File: src/rtl/dz_modem_monitor_pkg.sv
// Purpose: shared constants and helpers for the DZ11 modem-status monitor.
// Latency: n/a (declarations only).
// Backpressure: n/a (declarations only).
package dz_pkg;

  localparam int DZ_NCHAN       = 8;
  localparam int DZ_SYNC_STAGES = 2;
  localparam int DZ_FILT_LEN    = 16;

  // Debounce counter width: must hold values up to FILT_LEN-1, sized as ceil(log2(FILT_LEN+1)).
  function automatic int dz_cnt_width(input int filt_len);
    return $clog2(filt_len + 1);
  endfunction

endpackage

File: src/rtl/dz_modem_monitor_if.sv
// Purpose: groups modem pins, CHG clear/enable controls and MSR/CHG/intr read-back.
// Latency: n/a (wiring only).
// Backpressure: none; all signals are plain levels or one-cycle strobes.
interface dz_modem_monitor_if
  import dz_pkg::*;
#(
  parameter int NCHAN = DZ_NCHAN
) ();

  logic [NCHAN-1:0]   dzCO;
  logic [NCHAN-1:0]   dzRI;
  logic [2*NCHAN-1:0] chgCLR;
  logic               chgIE;
  logic [2*NCHAN-1:0] regMSR;
  logic [2*NCHAN-1:0] regCHG;
  logic               intr;

  // Register/interrupt side: drives pins and controls, reads status.
  modport master (
    output dzCO, dzRI, chgCLR, chgIE,
    input  regMSR, regCHG, intr
  );

  // Monitor side.
  modport slave (
    input  dzCO, dzRI, chgCLR, chgIE,
    output regMSR, regCHG, intr
  );

endinterface

File: src/rtl/dz_line_filter.sv
// Purpose: one modem line: SYNC_STAGES-flop synchronizer followed by a FILT_LEN-cycle debounce.
// Latency: input stable from edge k reaches f at edge k+SYNC_STAGES+FILT_LEN-1.
// Backpressure: none; free-running per clock.
module dz_line_filter
  import dz_pkg::*;
#(
  parameter int SYNC_STAGES = DZ_SYNC_STAGES,
  parameter int FILT_LEN    = DZ_FILT_LEN
) (
  input  logic clk,
  input  logic rst,
  input  logic din,
  output logic f,
  output logic tgl
);

  localparam int            CW       = dz_cnt_width(FILT_LEN);
  localparam logic [CW-1:0] CNT_LAST = CW'(FILT_LEN - 1);

  logic [SYNC_STAGES-1:0] sync_q;
  logic                   s;
  logic [CW-1:0]          cnt_q;
  logic                   f_q;

  // Plain flop chain; nothing between stages so metastability has the full period to settle.
  always_ff @(posedge clk) begin
    if (rst) sync_q <= '0;
    else     sync_q <= {sync_q[SYNC_STAGES-2:0], din};
  end

  assign s = sync_q[SYNC_STAGES-1];

  // Asserted on the cycle whose edge flips f; lets the top set CHG on the same edge as MSR moves.
  assign tgl = (s != f_q) && (cnt_q == CNT_LAST);

  // Debounce: count consecutive cycles of disagreement, adopt s once the count completes.
  always_ff @(posedge clk) begin
    if (rst) begin
      f_q   <= 1'b0;
      cnt_q <= '0;
    end else if (s == f_q) begin
      cnt_q <= '0;
    end else if (cnt_q == CNT_LAST) begin
      f_q   <= s;
      cnt_q <= '0;
    end else begin
      cnt_q <= cnt_q + CW'(1);
    end
  end

  assign f = f_q;

endmodule

File: src/rtl/dz_modem_monitor.sv
// Purpose: N-channel CO/RI modem-status front end: filtered MSR, sticky CHG flags, change interrupt.
// Latency: edge at k -> regMSR/regCHG at k+SYNC_STAGES+FILT_LEN-1, intr one edge later.
// Backpressure: none; chgCLR is a write-1-to-clear strobe and loses to a same-cycle set.
module dz_modem_monitor
  import dz_pkg::*;
#(
  parameter int NCHAN       = DZ_NCHAN,
  parameter int SYNC_STAGES = DZ_SYNC_STAGES,
  parameter int FILT_LEN    = DZ_FILT_LEN
) (
  input logic               clk,
  input logic               rst,
  dz_modem_monitor_if.slave bus
);

  localparam int NL = 2 * NCHAN;

  if (NCHAN < 1) begin : g_bad_nchan
    $error("dz_modem_monitor: NCHAN must be at least 1");
  end
  if (SYNC_STAGES < 2 || SYNC_STAGES > 4) begin : g_bad_sync
    $error("dz_modem_monitor: SYNC_STAGES must be 2..4");
  end
  if (FILT_LEN < 1 || FILT_LEN > 255) begin : g_bad_filt
    $error("dz_modem_monitor: FILT_LEN must be 1..255");
  end

  logic [NL-1:0] line_in;
  logic [NL-1:0] f_vec;
  logic [NL-1:0] tgl_vec;
  logic [NL-1:0] chg_q;
  logic          intr_q;

  // RI occupies the low half, CO the high half, matching the MSR read layout.
  assign line_in = {bus.dzCO, bus.dzRI};

  for (genvar i = 0; i < NL; i++) begin : g_line
    dz_line_filter #(
      .SYNC_STAGES (SYNC_STAGES),
      .FILT_LEN    (FILT_LEN)
    ) u_filt (
      .clk (clk),
      .rst (rst),
      .din (line_in[i]),
      .f   (f_vec[i]),
      .tgl (tgl_vec[i])
    );
  end

  // Sticky change flags: a toggle sets, chgCLR clears, a set in the same cycle wins.
  always_ff @(posedge clk) begin
    if (rst) chg_q <= '0;
    else     chg_q <= (chg_q & ~bus.chgCLR) | tgl_vec;
  end

  // Level interrupt from the registered flags, so it trails any flag change by one edge.
  always_ff @(posedge clk) begin
    if (rst) intr_q <= 1'b0;
    else     intr_q <= bus.chgIE & (|chg_q);
  end

  assign bus.regMSR = f_vec;
  assign bus.regCHG = chg_q;
  assign bus.intr   = intr_q;

endmodule

File: src/flat_wrapper.sv
// flat-port wrapper written by rule: the top's interface ports become plain ports
module dz_modem_monitor_flat import dz_pkg::*;
#(
  parameter int NCHAN       = DZ_NCHAN,
  parameter int SYNC_STAGES = DZ_SYNC_STAGES,
  parameter int FILT_LEN    = DZ_FILT_LEN
)
  (clk, rst, bus_dzCO, bus_dzRI, bus_chgCLR, bus_chgIE, bus_regMSR, bus_regCHG, bus_intr);
  dz_modem_monitor_if #(.NCHAN(NCHAN)) bus_i ();
  input logic clk;
  input logic rst;
  input wire logic [$bits(bus_i.dzCO)-1:0] bus_dzCO;
  input wire logic [$bits(bus_i.dzRI)-1:0] bus_dzRI;
  input wire logic [$bits(bus_i.chgCLR)-1:0] bus_chgCLR;
  input wire logic [$bits(bus_i.chgIE)-1:0] bus_chgIE;
  output wire logic [$bits(bus_i.regMSR)-1:0] bus_regMSR;
  output wire logic [$bits(bus_i.regCHG)-1:0] bus_regCHG;
  output wire logic [$bits(bus_i.intr)-1:0] bus_intr;
  assign bus_i.dzCO = bus_dzCO;
  assign bus_i.dzRI = bus_dzRI;
  assign bus_i.chgCLR = bus_chgCLR;
  assign bus_i.chgIE = bus_chgIE;
  assign bus_regMSR = bus_i.regMSR;
  assign bus_regCHG = bus_i.regCHG;
  assign bus_intr = bus_i.intr;
  dz_modem_monitor #(.NCHAN(NCHAN), .SYNC_STAGES(SYNC_STAGES), .FILT_LEN(FILT_LEN)) u_core (.clk(clk), .rst(rst), .bus(bus_i));
endmodule
File: config.mk
export PLATFORM = sky130hd
export DESIGN_NAME = dz_modem_monitor_flat
export DESIGN_NICKNAME = d
export VERILOG_FILES = /design/src/rtl/dz_modem_monitor_pkg.sv /design/src/rtl/dz_modem_monitor_if.sv /design/src/rtl/dz_line_filter.sv /design/src/rtl/dz_modem_monitor.sv /design/src/flat_wrapper.sv
export SDC_FILE = /design/constraint.sdc
export NUM_CORES = 1
export LEC_CHECK = 0
export ABC_AREA = 1
export ABC_CLOCK_PERIOD_IN_PS = 2850
export CORE_MARGIN = 2
export CORE_UTILIZATION = 35
export CTS_BUF_LIST = sky130_fd_sc_hd__clkbuf_16
export DETAILED_ROUTE_END_ITERATION = 7
export HOLD_SLACK_MARGIN = 0.02
export PLACE_DENSITY = 0.59
export RECOVER_POWER = 100
export SLEW_MARGIN = 20
export SYNTH_ARGS = -nofsm -noshare
export SYNTH_HDL_FRONTEND = slang
export SYNTH_SLANG_ARGS = --single-unit
File: constraint.sdc
create_clock -name clk -period 2.85 [get_ports clk]
set_input_delay 0.57 -clock clk [delete_from_list [all_inputs] [get_ports clk]]
set_output_delay 0.57 -clock clk [all_outputs]
set_load 0.02 [all_outputs]
# Yosys cells after proc, flatten, opt, wreduce, memory -nomap -nowiden
# Cells that the tools add are included.
[op_classes]
n_addsub = 16
mul = 0
div_mod_pow = 0
magnitude_cmp = 0
eq_ne = 48
shift = 0
n_mux = 0
bitwise_logic = 20
n_reduce_logical = 49
[op_table]
columns = ["cell", "n"]
rows = [
  ["$add A5 B1 Y5 const B", 16],
  ["$eq A5 B4 Y1 const B", 16],
  ["$reduce_or A3 Y1", 16],
  ["$reduce_and A2 Y1", 16],
  ["$and A16 B16 Y16", 1],
  ["$eq A1 B1 Y1", 16],
  ["$logic_and A1 B1 Y1", 16],
  ["$ne A1 B1 Y1", 16],
  ["$not A1 Y1", 16],
  ["$not A16 Y16", 1],
  ["$or A16 B16 Y16", 1],
  ["$reduce_or A16 Y1", 1],
  ["$and A1 B1 Y1", 1],
]
[totals]
reg_bits = 145
latchBits = 0
ram_bits = 0
mem_bits_ro = 0
inputBits = 35
elab_cells = 183
memories = 0

# Longest topological paths before layout
# Gate-level depths: netlist of run 1.
[logic_depth]
word_depth = 3
depth_mapped = 7
depth_no_buf = 7

# By module
# A second synthesis of run 1 with hierarchy kept.
[unflattened]
hier_cells = 692
area_unflattened_um2 = 5676.7
[by_module_without_submodules]
columns = ["mod", "instances", "cells_per_inst", "area_each_um2", "seq_area_each_um2"]
rows = [
  ["dz_line_filter", 16, 38, 315.3, 160.2],
  ["dz_modem_monitor", 1, 84, 631.9, 340.3],
]

# Least setup slack after synthesis of run 1
# Ideal clock, no wire load.
[synth_path]
path_type = "register to register"
from = "register u_core.g_line[11].u_filt.cnt_q[0]"
to = "register u_core.g_line[11].u_filt.cnt_q[3]"
setup_ps = 66
t_arrival_ps = 1233
slack_ps = 1552
path_stages_with_launch = 7
n_path_buf = 0
path_cell_list = "dfxtp_1 ha_1 and3_1 ha_1 inv_1 nand4_1 nor2_1"
[synth_between]
elab_chain_len = 2
[synth_rtl]
columns = ["element", "line_no", "rtl"]
rows = [
  ["start, declared", "dz_line_filter.sv:22", "logic [CW-1:0] cnt_q;"],
  ["start signal, assigned", "dz_line_filter.sv:47", "cnt_q <= cnt_q + CW'(1);"],
  ["parallel branches: the longest is 2 deep, another holds $add A5 B1 Y5", "n/a", ""],
]
# Parallel ways; which one is timed is not known.
# A chain may end at the register's enable or synchronous reset.

# Worst setup path in the final report of run 1
[layout_path]
from = "register u_core.chg_q[8] (netlist: u_core.bus.regCHG[8])"
to = "output port bus_regCHG[8]"
[layout_lines]
columns = ["element", "line_no", "rtl"]
rows = [
  ["start, declared", "dz_modem_monitor.sv:31", "logic [NL-1:0] chg_q;"],
  ["start signal, assigned", "dz_modem_monitor.sv:53", "else chg_q <= (chg_q & ~bus.chgCLR) | tgl_vec;"],
  ["end, declared", "flat_wrapper.sv:17", "output wire logic [$bits(bus_i.regCHG)-1:0] bus_regCHG;"],
]
# No word-level cell between the ends.

==> results of run 1 <==
==> per-stage QoR <==
stage | utilization | std cells | cell area, um2 | hold WS, ns | total power (W)
after floorplan | - | 666 | 5660 | 0.388 | 0.00218
final | 0.430 | 958 | 6800 | 0.399 | 0.00410
after global placement | 0.407 | 927 | 6440 | 0.392 | 0.00224
after detailed placement | 0.407 | 927 | 6440 | 0.393 | 0.00224
after global routing | 0.430 | 958 | 6800 | 0.410 | 0.00428
after CTS | 0.439 | 958 | 6950 | 0.404 | 0.00418
==> where the power goes <==
part           leakage, nW  switching, W  internal [W]  total, W
clock network        0.265      0.000758       0.00116   0.00191
registers             1.18     0.0000142       0.00206   0.00207
logic                 1.62     0.0000567     0.0000608  0.000117
==> flip-flops by register name (all words and copies together) (netlist names) <==
signal and cells:
u_core.bus.intr 1, u_core.g_line.u_filt.f 16, u_core.bus.regCHG 16, u_core.g_line.u_filt.cnt_q 80, u_core.g_line.u_filt.sync_q 32
==> placed cells by master, fill, tap and decap left out <==
master,count
clkdlybuf4s50_1,33
dlygate4sd3_1,33
bufinv_16,1
or2_2,5
nand3_1,32
clkbuf_2,1
xnor2_1,14
o21ai_0,16
clkbuf_1,1
buf_4,1
clkbuf_16,17
ha_1,32
clkinv_1,6
a21oi_2,2
nand2_1,54
nand4_1,3
nor2_1,180
dfxtp_1,145
clkinv_2,4
and3_1,14
inv_1,115
a21oi_1,17
xor2_1,16
==> worst max-delay path by stage <==
stage,endpoint
after floorplan,u_core.g_line[11].u_filt.cnt_q[3]$_SDFF_PP0_
after global placement,u_core.g_line[9].u_filt.cnt_q[2]$_SDFF_PP0_
after detailed placement,u_core.g_line[9].u_filt.cnt_q[2]$_SDFF_PP0_
after CTS,bus_regCHG[3]
after global routing,bus_regCHG[6]
final,bus_regCHG[8]
==> cells by family after synthesis <==
kind of cell / after synthesis / synth area share
AOI/OAI and AO/OA: 35 / 0.0323
xor gates and xnor gates: 30 / 0.0465
adders and majority gates: 32 / 0.0708
buffers and inverters: 136 / 0.104
DFF: 145 / 0.513
and+or+nand+nor: 288 / 0.233
==> layer usage <==
layer,GRT usage,up-vias
li1,-,2136
met1,0.147,1710
met2,0.190,53
met3,0.0401,4
met4,0.0525,0
met5,0,-
==> cell type report <==
type,instances,area share
multi-input combinational,385,0.297
sequential,145,0.427
clock inverter,14,0.0123
clock buffer,17,0.0625
inverter,112,0.0618
tap,216,0.0397
timing repair buffer,69,0.0995
==> metrics, run 1 <==
most common cell in the netlist nor2_1; initial cell density of the core 0.357; total track usage 0.119; reg-to-reg startpoint u_core.g_line[15].u_filt.cnt_q[0]$_SDFF_PP0_; DPL Wire Length 6760 um; Synth Instances 666; num rows 46; Syn Std Cell Area approximately 5700 um2; # clock sinks 145; WL met1 4740 um; setup tns final 0 ns; post-CTS setup buffer count 0; final setup violation count 0; CTS clk-pin slew, worst paths 0.05 ns; # hold bufs at CTS 0; Max Fclk between 0.4 and 0.5 GHz; I/O pins 68; Synth area leaders dfxtp_1, nor2_1, inv_1; minimum clock period after layout 2.07 ns; # DRC 0; crit path buf inv count 1; YS warnings 0; power per cell area 603 nW/um2; Critical Path End Type output port; R2R depth 6; r2r endpoint u_core.g_line[15].u_filt.cnt_q[3]$_SDFF_PP0_; worst setup path start u_core.bus.regCHG[8]$_SDFF_PP0_; Yosys top cell area share 0.513; uppermost layer routed met4; Routability Congestion 0.700; flop-to-flop setup slack 1.38 ns; Die Wd roughly 130 um; Hold Path Origin u_core.g_line[0].u_filt.sync_q[0]$_SDFF_PP0_; sequence of cells on the critical path dlygate4sd3_1; Worst setup SP type flip-flop; synth-to-layout area growth 20.3%; final period utilization 0.726; vias in the first global route between 3k and 4k; largest net degree at the start of global routing 49; crit path max fanout 3; Yosys cell types 21; core area 15800 um2; sequential cell area ~2900 um2; RSZ-0062 raised after global routing no; pre-CTS WS around 1.1 ns; slowest CP cell dlygate4sd3_1; Arr. time, crit path roughly 1.5 ns; DRT Wirelength 9400 um; Leak Pwr 3.06 nW; Critical Path Stages 1; delay-heaviest family, CP buffers and inverters; Hold Path End u_core.g_line[0].u_filt.sync_q[1]$_SDFF_PP0_; Peak VDD IR 406 uV; Rel. slew slack 0.304; routed vias/inst ~4.1; PortBufs 67; nets 797; CTS tree done; DRT iter0 DRCs approximately 180; clock skew 0.00553 ns; post-cts sizing count 0; Hold WC Path Type reg2reg; first-pass GRT wire length 16400 um; DRT Pass-1 Iters 5; Crit Path Category reg2out; DIE AREA 17200 um2; WL met2 4210 um; vias about 4k; Worst-Skew Late Latency 0.41 ns; Post-Syn Nets roughly 730; wire length on met3 361 um; Multi-input gate area between 2000 and 2500 um2; Detail Route Antenna Nets 0; share of cells above drive strength 1 0.0418; Die Y around 130 um; Num CTS Buffers 17; Post-synth top cells nor2_1, dfxtp_1, inv_1, nand2_1, ha_1; Filler cells 1586; hold path depth 2; Primary FF master, synth dfxtp_1; grt ovf 0; Seq/Total Area, Yosys 0.513; #FFs+latches synth 145; Post-synth EDFFs 0; setup slack after layout 0.782 ns; Hold Vio Cnt, Final 0; max-cap check violation count 0; Least-Margin Pin Slew 1.04 ns; slowest stage delay, CP 0.70 ns; CTS H-tree lvls 4; status completed; Max Root-Sink Buffers 2; n_diodes 0; leading area contributor after synthesis dfxtp_1; CP required between 2 and 2.5 ns; Clock Tree Root clkbuf_16; ys async rst share 0; initial antenna violation count 0; routed len/inst 9.81 um; Synth Area per Inst 8.49 um2; Slew Limit Fails 0
No activity file was read; power rests on OpenSTA's default activity.
==> inputs of run 2 (changes only) <==
ABC_CLOCK_PERIOD_IN_PS = 2000   (was 2850)
clock period = 2 ns   (was 2.85 ns; I/O delays follow)
==> run 2 against run 1 <==
Critical path depth did not move. Critical path type unchanged. Highest routed layer unchanged. Cell area rose by 2.1%. Setup slack got worse by 0.67 ns. Global-route usage barely moved. Count of clock-buffer cells in the layout did not move. Critical endpoint unchanged. Combinational power rose by 45%. Clock power rose by 79%.
==> metrics, run 2 (synthesis results as in run 1) <==
R2R depth 6 (unchanged); Multi-input gate area 2020 um2 (about the same); Largest register FFs 80 (unchanged); flop-to-flop setup slack 0.54 ns (was 1.38 ns); DIE AREA 17200 um2 (unchanged); DP Cell Count 927 (unchanged); Rel. slew slack 0.321 (was 0.304); power per cell area 942 nW/um2 (was 603 nW/um2); Hold Path End u_core.g_line[0].u_filt.sync_q[1]$_SDFF_PP0_ (unchanged); Largest regs u_core.g_line.u_filt.cnt_q (80), u_core.g_line.u_filt.sync_q (32) (unchanged); Critical Path End Type output port (unchanged); Clk pwr share 0.523 (was 0.467); Crit Path Category reg2out (unchanged); Pwr Total 0.00654 W (was 0.00410 W); Routability Congestion 0.707 (was 0.700); combinational share of power 0.026 (was 0.029); vias in the first global route 3683 (was 3651); largest net degree at the start of global routing 49 (unchanged); hold slack 0.401 ns (was 0.399 ns); routed len/inst 9.91 um (was 9.81 um); # clock sinks 145 (unchanged); RSZ-0062 raised after global routing no (unchanged); Least-Margin Pin Slew 1.02 ns (was 1.04 ns); Peak VDD IR 559 uV (was 406 uV); crit path buf inv count 1 (unchanged); CP required 1.60 ns (was 2.28 ns); Worst setup SP type flip-flop (unchanged); crit path max fanout 3 (unchanged); reg-to-reg startpoint u_core.g_line[12].u_filt.cnt_q[0]$_SDFF_PP0_ (was u_core.g_line[15].u_filt.cnt_q[0]$_SDFF_PP0_); max-cap check violation count 0 (unchanged); Slew Limit Fails 0 (unchanged); nets 797 (unchanged); total track usage 0.120 (was 0.119); DPL Wire Length 6720 um (was 6760 um); Num CTS Buffers 17 (unchanged); first-pass GRT wire length 16400 um (about the same); post-cts sizing count 0 (unchanged); Die Y 131 um (unchanged); I/O pins 68 (unchanged); Leak Pwr 3.08 nW (was 3.06 nW); minimum clock period after layout 1.88 ns; Arr. time, crit path 1.48 ns (was 1.50 ns); sequential cell fraction of total power 0.451 (was 0.505); n_diodes 0 (unchanged); slowest stage delay, CP 0.69 ns (was 0.70 ns); initial cell density of the core 0.357 (unchanged); hold path depth 2 (unchanged); Worst-Skew Late Latency 0.41 ns (about the same); CTS H-tree lvls 4 (unchanged); most common cell after layout, fill and taps aside nor2_1 (unchanged); Clock Tree Root clkbuf_16 (unchanged); vias 3922 (was 3903); Hold WC Path Type reg2reg (unchanged); DRT Wirelength 9500 um (was 9400 um); slowest CP cell dlygate4sd3_1 (unchanged); status completed (unchanged); Max Fclk between 0.5 and 0.6 GHz; Die Wd 131 um (unchanged); share of cells above drive strength 1 0.0525 (was 0.0418); Hold Vio Cnt, Final 0 (unchanged); initial antenna violation count 0 (unchanged); r2r endpoint u_core.g_line[12].u_filt.cnt_q[0]$_SDFF_PP0_ (was u_core.g_line[15].u_filt.cnt_q[3]$_SDFF_PP0_); grt ovf 0 (unchanged); CTS tree done (unchanged); clock skew 0.00470 ns (was 0.00553 ns); # hold bufs at CTS 0 (unchanged); Final Non-Filler Cells 959 (was 958); final setup violation count 0 (unchanged); synth-to-layout area growth 22.7% (was 20.3%); CTS clk-pin slew, worst paths 0.06 ns (was 0.05 ns); DRT iter0 DRCs 131 (was 175); Max Root-Sink Buffers 2 (unchanged); Largest Register u_core.g_line.u_filt.cnt_q (unchanged); delay-heaviest family, CP buffers and inverters (unchanged); post-CTS setup buffer count 0 (unchanged); sequence of cells on the critical path dlygate4sd3_1 (unchanged); Filler cells 1588 (was 1586); commonest non-fill, non-tap cells in the layout nor2_1, dfxtp_1, inv_1 (unchanged); DRT Pass-1 Iters 4 (was 5); routed vias/inst 4.09 (was 4.07); PortBufs 67 (unchanged); Sw Pwr 0.00131 W (was 0.000829 W); sequential cell area 2900 um2 (unchanged); final period utilization 0.942; # DRC 0 (unchanged); setup tns final 0 ns (unchanged); core area 15800 um2 (unchanged); Detail Route Antenna Nets 0 (unchanged); Internal 0.00522 W (was 0.00327 W); Hold Path Origin u_core.g_line[0].u_filt.sync_q[0]$_SDFF_PP0_ (unchanged); num rows 46 (unchanged); Net Sw Frac 0.201 (was 0.202)
[run 2: cell count changes in the layout (fill, tap and decap cells not counted), moves of 2 or more]
cell | before | now
clkinvlp_4 | 0 | 4
clkinv_2 | 4 | 2
clkinv_1 | 6 | 2
inv_1 | 115 | 111
bufinv_16 | 1 | 5
clkdlybuf4s50_1 | 33 | 37
dlygate4sd3_1 | 33 | 29
[run 2: power by group through the flow]
stage / logic [W] / clock network [W] / registers [W]
floorplan: 0.000101 / 0 / 0.00301
global placement: 0.000188 / 0 / 0.00301
detailed placement: 0.000190 / 0 / 0.00301
CTS: 0.000190 / 0.00352 / 0.00295
global route: 0.000196 / 0.00364 / 0.00295
finish: 0.000170 / 0.00342 / 0.00295
[run 2: layer usage]
layer / global-route usage / vias to the layer above / wire length [um]
li1: - / 2133 / -
met1: 0.145 / 1737 / 4700
met2: 0.193 / 44 / 4310
met3: 0.0417 / 8 / 364
met4: 0.0525 / 0 / 131
met5: 0 / - / 0
[run 2: final cells by class]
type,instances,area share
multi-input combinational,385,0.291
timing repair buffer,69,0.0993
clock buffer,17,0.0613
sequential,145,0.418
tap,216,0.0389
inverter,112,0.0606
clock inverter,15,0.0310
[run 2: per-stage QoR]
stage	util	cell area (um2)	setup WS (ns)
6_report	0.439	6940	0.116
5_1_grt	0.439	6940	0.0579
4_1_cts	0.448	7090	0.125
3_5_place_dp	0.407	6450	0.535
3_3_place_gp	0.407	6450	0.558
2_1_floorplan	-	5660	0.702
[run 2: how the worst max path moves through the flow]
stage,from,endpoint,cells after the start
final,u_core.bus.regCHG[8]$_SDFF_PP0_,bus_regCHG[8],1
after floorplan,u_core.g_line[11].u_filt.cnt_q[0]$_SDFF_PP0_,u_core.g_line[11].u_filt.cnt_q[3]$_SDFF_PP0_,6
after global placement,rst,u_core.g_line[11].u_filt.cnt_q[3]$_SDFF_PP0_,4
after global routing,u_core.g_line[14].u_filt.f$_SDFFE_PP0P_,bus_regMSR[14],1
after CTS,u_core.bus.regCHG[3]$_SDFF_PP0_,bus_regCHG[3],1
after detailed placement,u_core.g_line[12].u_filt.cnt_q[0]$_SDFF_PP0_,u_core.g_line[12].u_filt.cnt_q[0]$_SDFF_PP0_,6
[run 2: tightest hold or removal path: cells and delay by family (launching register included)]
kind	cells	cell delay (ns)
buf+inv	1	0.04
flops	1	0.29
simple gates	1	0.03
==> inputs of run 3 (changes only) <==
CAP_MARGIN = 20   (was not set)
CORE_UTILIZATION = 55   (was 35)
PLACE_DENSITY = 0.84   (was 0.59)
==> run 3 against run 2 <==
Setup slack worse by 0.0071 ns. Clock power is 11% lower. Cell count is 8.4% lower. Combinational power hardly changed. Hold slack worse by 0.038 ns. Total power is 5.6% lower. Count of clock-buffer cells in the layout stayed put. Maximum frequency is 0.38% lower. Via count is 4.9% higher. Register-to-register slack worse by 0.02 ns. Sequential share of layout area is 1.0 points higher. Critical path type unchanged.
==> metrics, run 3 (synthesis results as in run 1) <==
setup slack after layout 0.109 ns (was 0.116 ns); Max Fclk 0.529 GHz (was 0.531 GHz); Slew Limit Fails 0 (unchanged); pre-CTS WS 0.538 ns (was 0.535 ns); Hold Path End u_core.g_line[11].u_filt.f$_SDFFE_PP0P_ (was u_core.g_line[0].u_filt.sync_q[1]$_SDFF_PP0_); CP required 1.60 ns (about the same); most common cell after layout, fill and taps aside nor2_1 (unchanged); CTS H-tree lvls 4 (unchanged); slowest CP cell dlygate4sd3_1 (unchanged); Peak VDD IR 511 uV (was 559 uV); Pwr Total 0.00617 W (was 0.00654 W); routed len/inst 11.4 um (was 9.91 um); I/O pins 68 (unchanged); hold slack 0.363 ns (was 0.401 ns); delay-heaviest family, CP buffers and inverters (unchanged); power per cell area 911 nW/um2 (was 942 nW/um2); max-cap check violation count 0 (unchanged); hold path depth 4 (was 2); Rel. slew slack 0.303 (was 0.321); DPL Wire Length 7250 um (was 6720 um); total track usage 0.192 (was 0.120); Largest Register u_core.g_line.u_filt.cnt_q (unchanged); DP Cell Count 848 (was 927); DRT iter0 DRCs 123 (was 131); post-CTS setup buffer count 0 (unchanged); final period utilization 0.945 (was 0.942); num rows 37 (was 46); Largest regs u_core.g_line.u_filt.cnt_q (80), u_core.g_line.u_filt.sync_q (32) (unchanged); status completed (unchanged); DRT Wirelength 10000 um (was 9500 um); share of cells above drive strength 1 0.0499 (was 0.0525); routed vias/inst 4.68 (was 4.09); n_diodes 0 (unchanged); Die Wd 105 um (was 131 um); vias in the first global route 4097 (was 3683); Num CTS Buffers 17 (unchanged); Worst-Skew Late Latency 0.41 ns (about the same); crit path max fanout 3 (unchanged); synth-to-layout area growth 19.8% (was 22.7%); RSZ-0062 raised after global routing no (unchanged); Hold Path Origin rst (was u_core.g_line[0].u_filt.sync_q[0]$_SDFF_PP0_); post-cts sizing count 0 (unchanged); largest net degree at the start of global routing 49 (unchanged); first-pass GRT wire length 17000 um (was 16400 um); nets 798 (was 797); DRT Pass-1 Iters 4 (unchanged); sequence of cells on the critical path dlygate4sd3_1 (unchanged); setup tns final 0 ns (unchanged); Worst setup SP type flip-flop (unchanged); Die Y 105 um (was 131 um); CTS tree done (unchanged); grt ovf 0 (unchanged); initial antenna violation count 0 (unchanged); crit path buf inv count 1 (unchanged); R2R depth 6 (unchanged); Least-Margin Pin Slew 1.05 ns (was 1.02 ns); # clock sinks 145 (unchanged); Arr. time, crit path 1.49 ns (was 1.48 ns); # DRC 0 (unchanged); # hold bufs at CTS 0 (unchanged); r2r endpoint u_core.g_line[12].u_filt.cnt_q[3]$_SDFF_PP0_ (was u_core.g_line[12].u_filt.cnt_q[0]$_SDFF_PP0_); Largest register FFs 80 (unchanged); CTS clk-pin slew, worst paths 0.06 ns (about the same); core area 10100 um2 (was 15800 um2); vias 4113 (was 3922); minimum clock period after layout 1.89 ns (was 1.88 ns); Routability Congestion 0.740 (was 0.707); Final Non-Filler Cells 878 (was 959); initial cell density of the core 0.558 (was 0.357); Critical Path End Type output port (unchanged); Hold Vio Cnt, Final 0 (unchanged); final setup violation count 0 (unchanged); clock skew 0.00815 ns (was 0.00470 ns); commonest non-fill, non-tap cells in the layout nor2_1, dfxtp_1, inv_1 (unchanged); DIE AREA 11100 um2 (was 17200 um2); slowest stage delay, CP 0.71 ns (was 0.69 ns); Hold WC Path Type in2reg (was reg2reg); reg-to-reg startpoint u_core.g_line[12].u_filt.cnt_q[0]$_SDFF_PP0_ (unchanged); Crit Path Category reg2out (unchanged); flop-to-flop setup slack 0.52 ns (was 0.54 ns); Detail Route Antenna Nets 0 (unchanged); Clock Tree Root clkbuf_16 (unchanged); Leak Pwr 3.07 nW (was 3.08 nW); Filler cells 796 (was 1588); Max Root-Sink Buffers 2 (unchanged); PortBufs 67 (unchanged)
## run 3: worst min-delay path, stage by stage
cell      delay (ns)
clkbuf_1        0.11
inv_2           0.09
o21ai_0         0.09
nor2_1          0.04
## run 3: power by group
part           switching [W]  leakage (nW)  internal, W
registers          0.0000212          1.18      0.00293
logic              0.0000827          1.62    0.0000884
clock network        0.00112         0.274      0.00192
total                0.00123          3.07      0.00494
## run 3: metrics by stage
step / instance area (um2) / util
final: 6770 / 0.668
after global routing: 6770 / 0.668
after CTS: 6920 / 0.682
after detailed placement: 6340 / 0.626
after global placement: 6340 / 0.626
after floorplan: 5660 / -
## run 3: worst max path at each step
stage                                                 startpoint                                            to  slack, ns  cells past startpoint
floorplan           u_core.g_line[11].u_filt.cnt_q[0]$_SDFF_PP0_  u_core.g_line[11].u_filt.cnt_q[3]$_SDFF_PP0_       0.70                      6
global placement                 u_core.bus.regCHG[3]$_SDFF_PP0_                                 bus_regCHG[3]       0.56                      1
detailed placement  u_core.g_line[12].u_filt.cnt_q[0]$_SDFF_PP0_  u_core.g_line[12].u_filt.cnt_q[3]$_SDFF_PP0_       0.54                      6
CTS                              u_core.bus.regCHG[3]$_SDFF_PP0_                                 bus_regCHG[3]       0.14                      1
global route             u_core.g_line[10].u_filt.f$_SDFFE_PP0P_                                bus_regMSR[10]       0.07                      1
finish                           u_core.bus.regCHG[1]$_SDFF_PP0_                                 bus_regCHG[1]       0.11                      1
## run 3: routing by layer
metal / wire length [um] / track usage / up-vias
met3: 419 / 0.0544 / 18
met4: 159 / 0.0848 / 0
met5: 0 / 0 / -
met1: 4270 / 0.207 / 1875
li1: - / - / 2145
met2: 5170 / 0.347 / 75
## run 3: layout make-up
cell class / instances / area, um2 / share of cell area
Inverter: 112 / 420 / 0.0621
Multi-Input combinational cell: 385 / 2020 / 0.298
Tap cell: 136 / 170 / 0.0251
Sequential cell: 145 / 2900 / 0.429
Clock buffer: 17 / 425 / 0.0628
Timing Repair Buffer: 70 / 684 / 0.101
Clock inverter: 13 / 149 / 0.0220
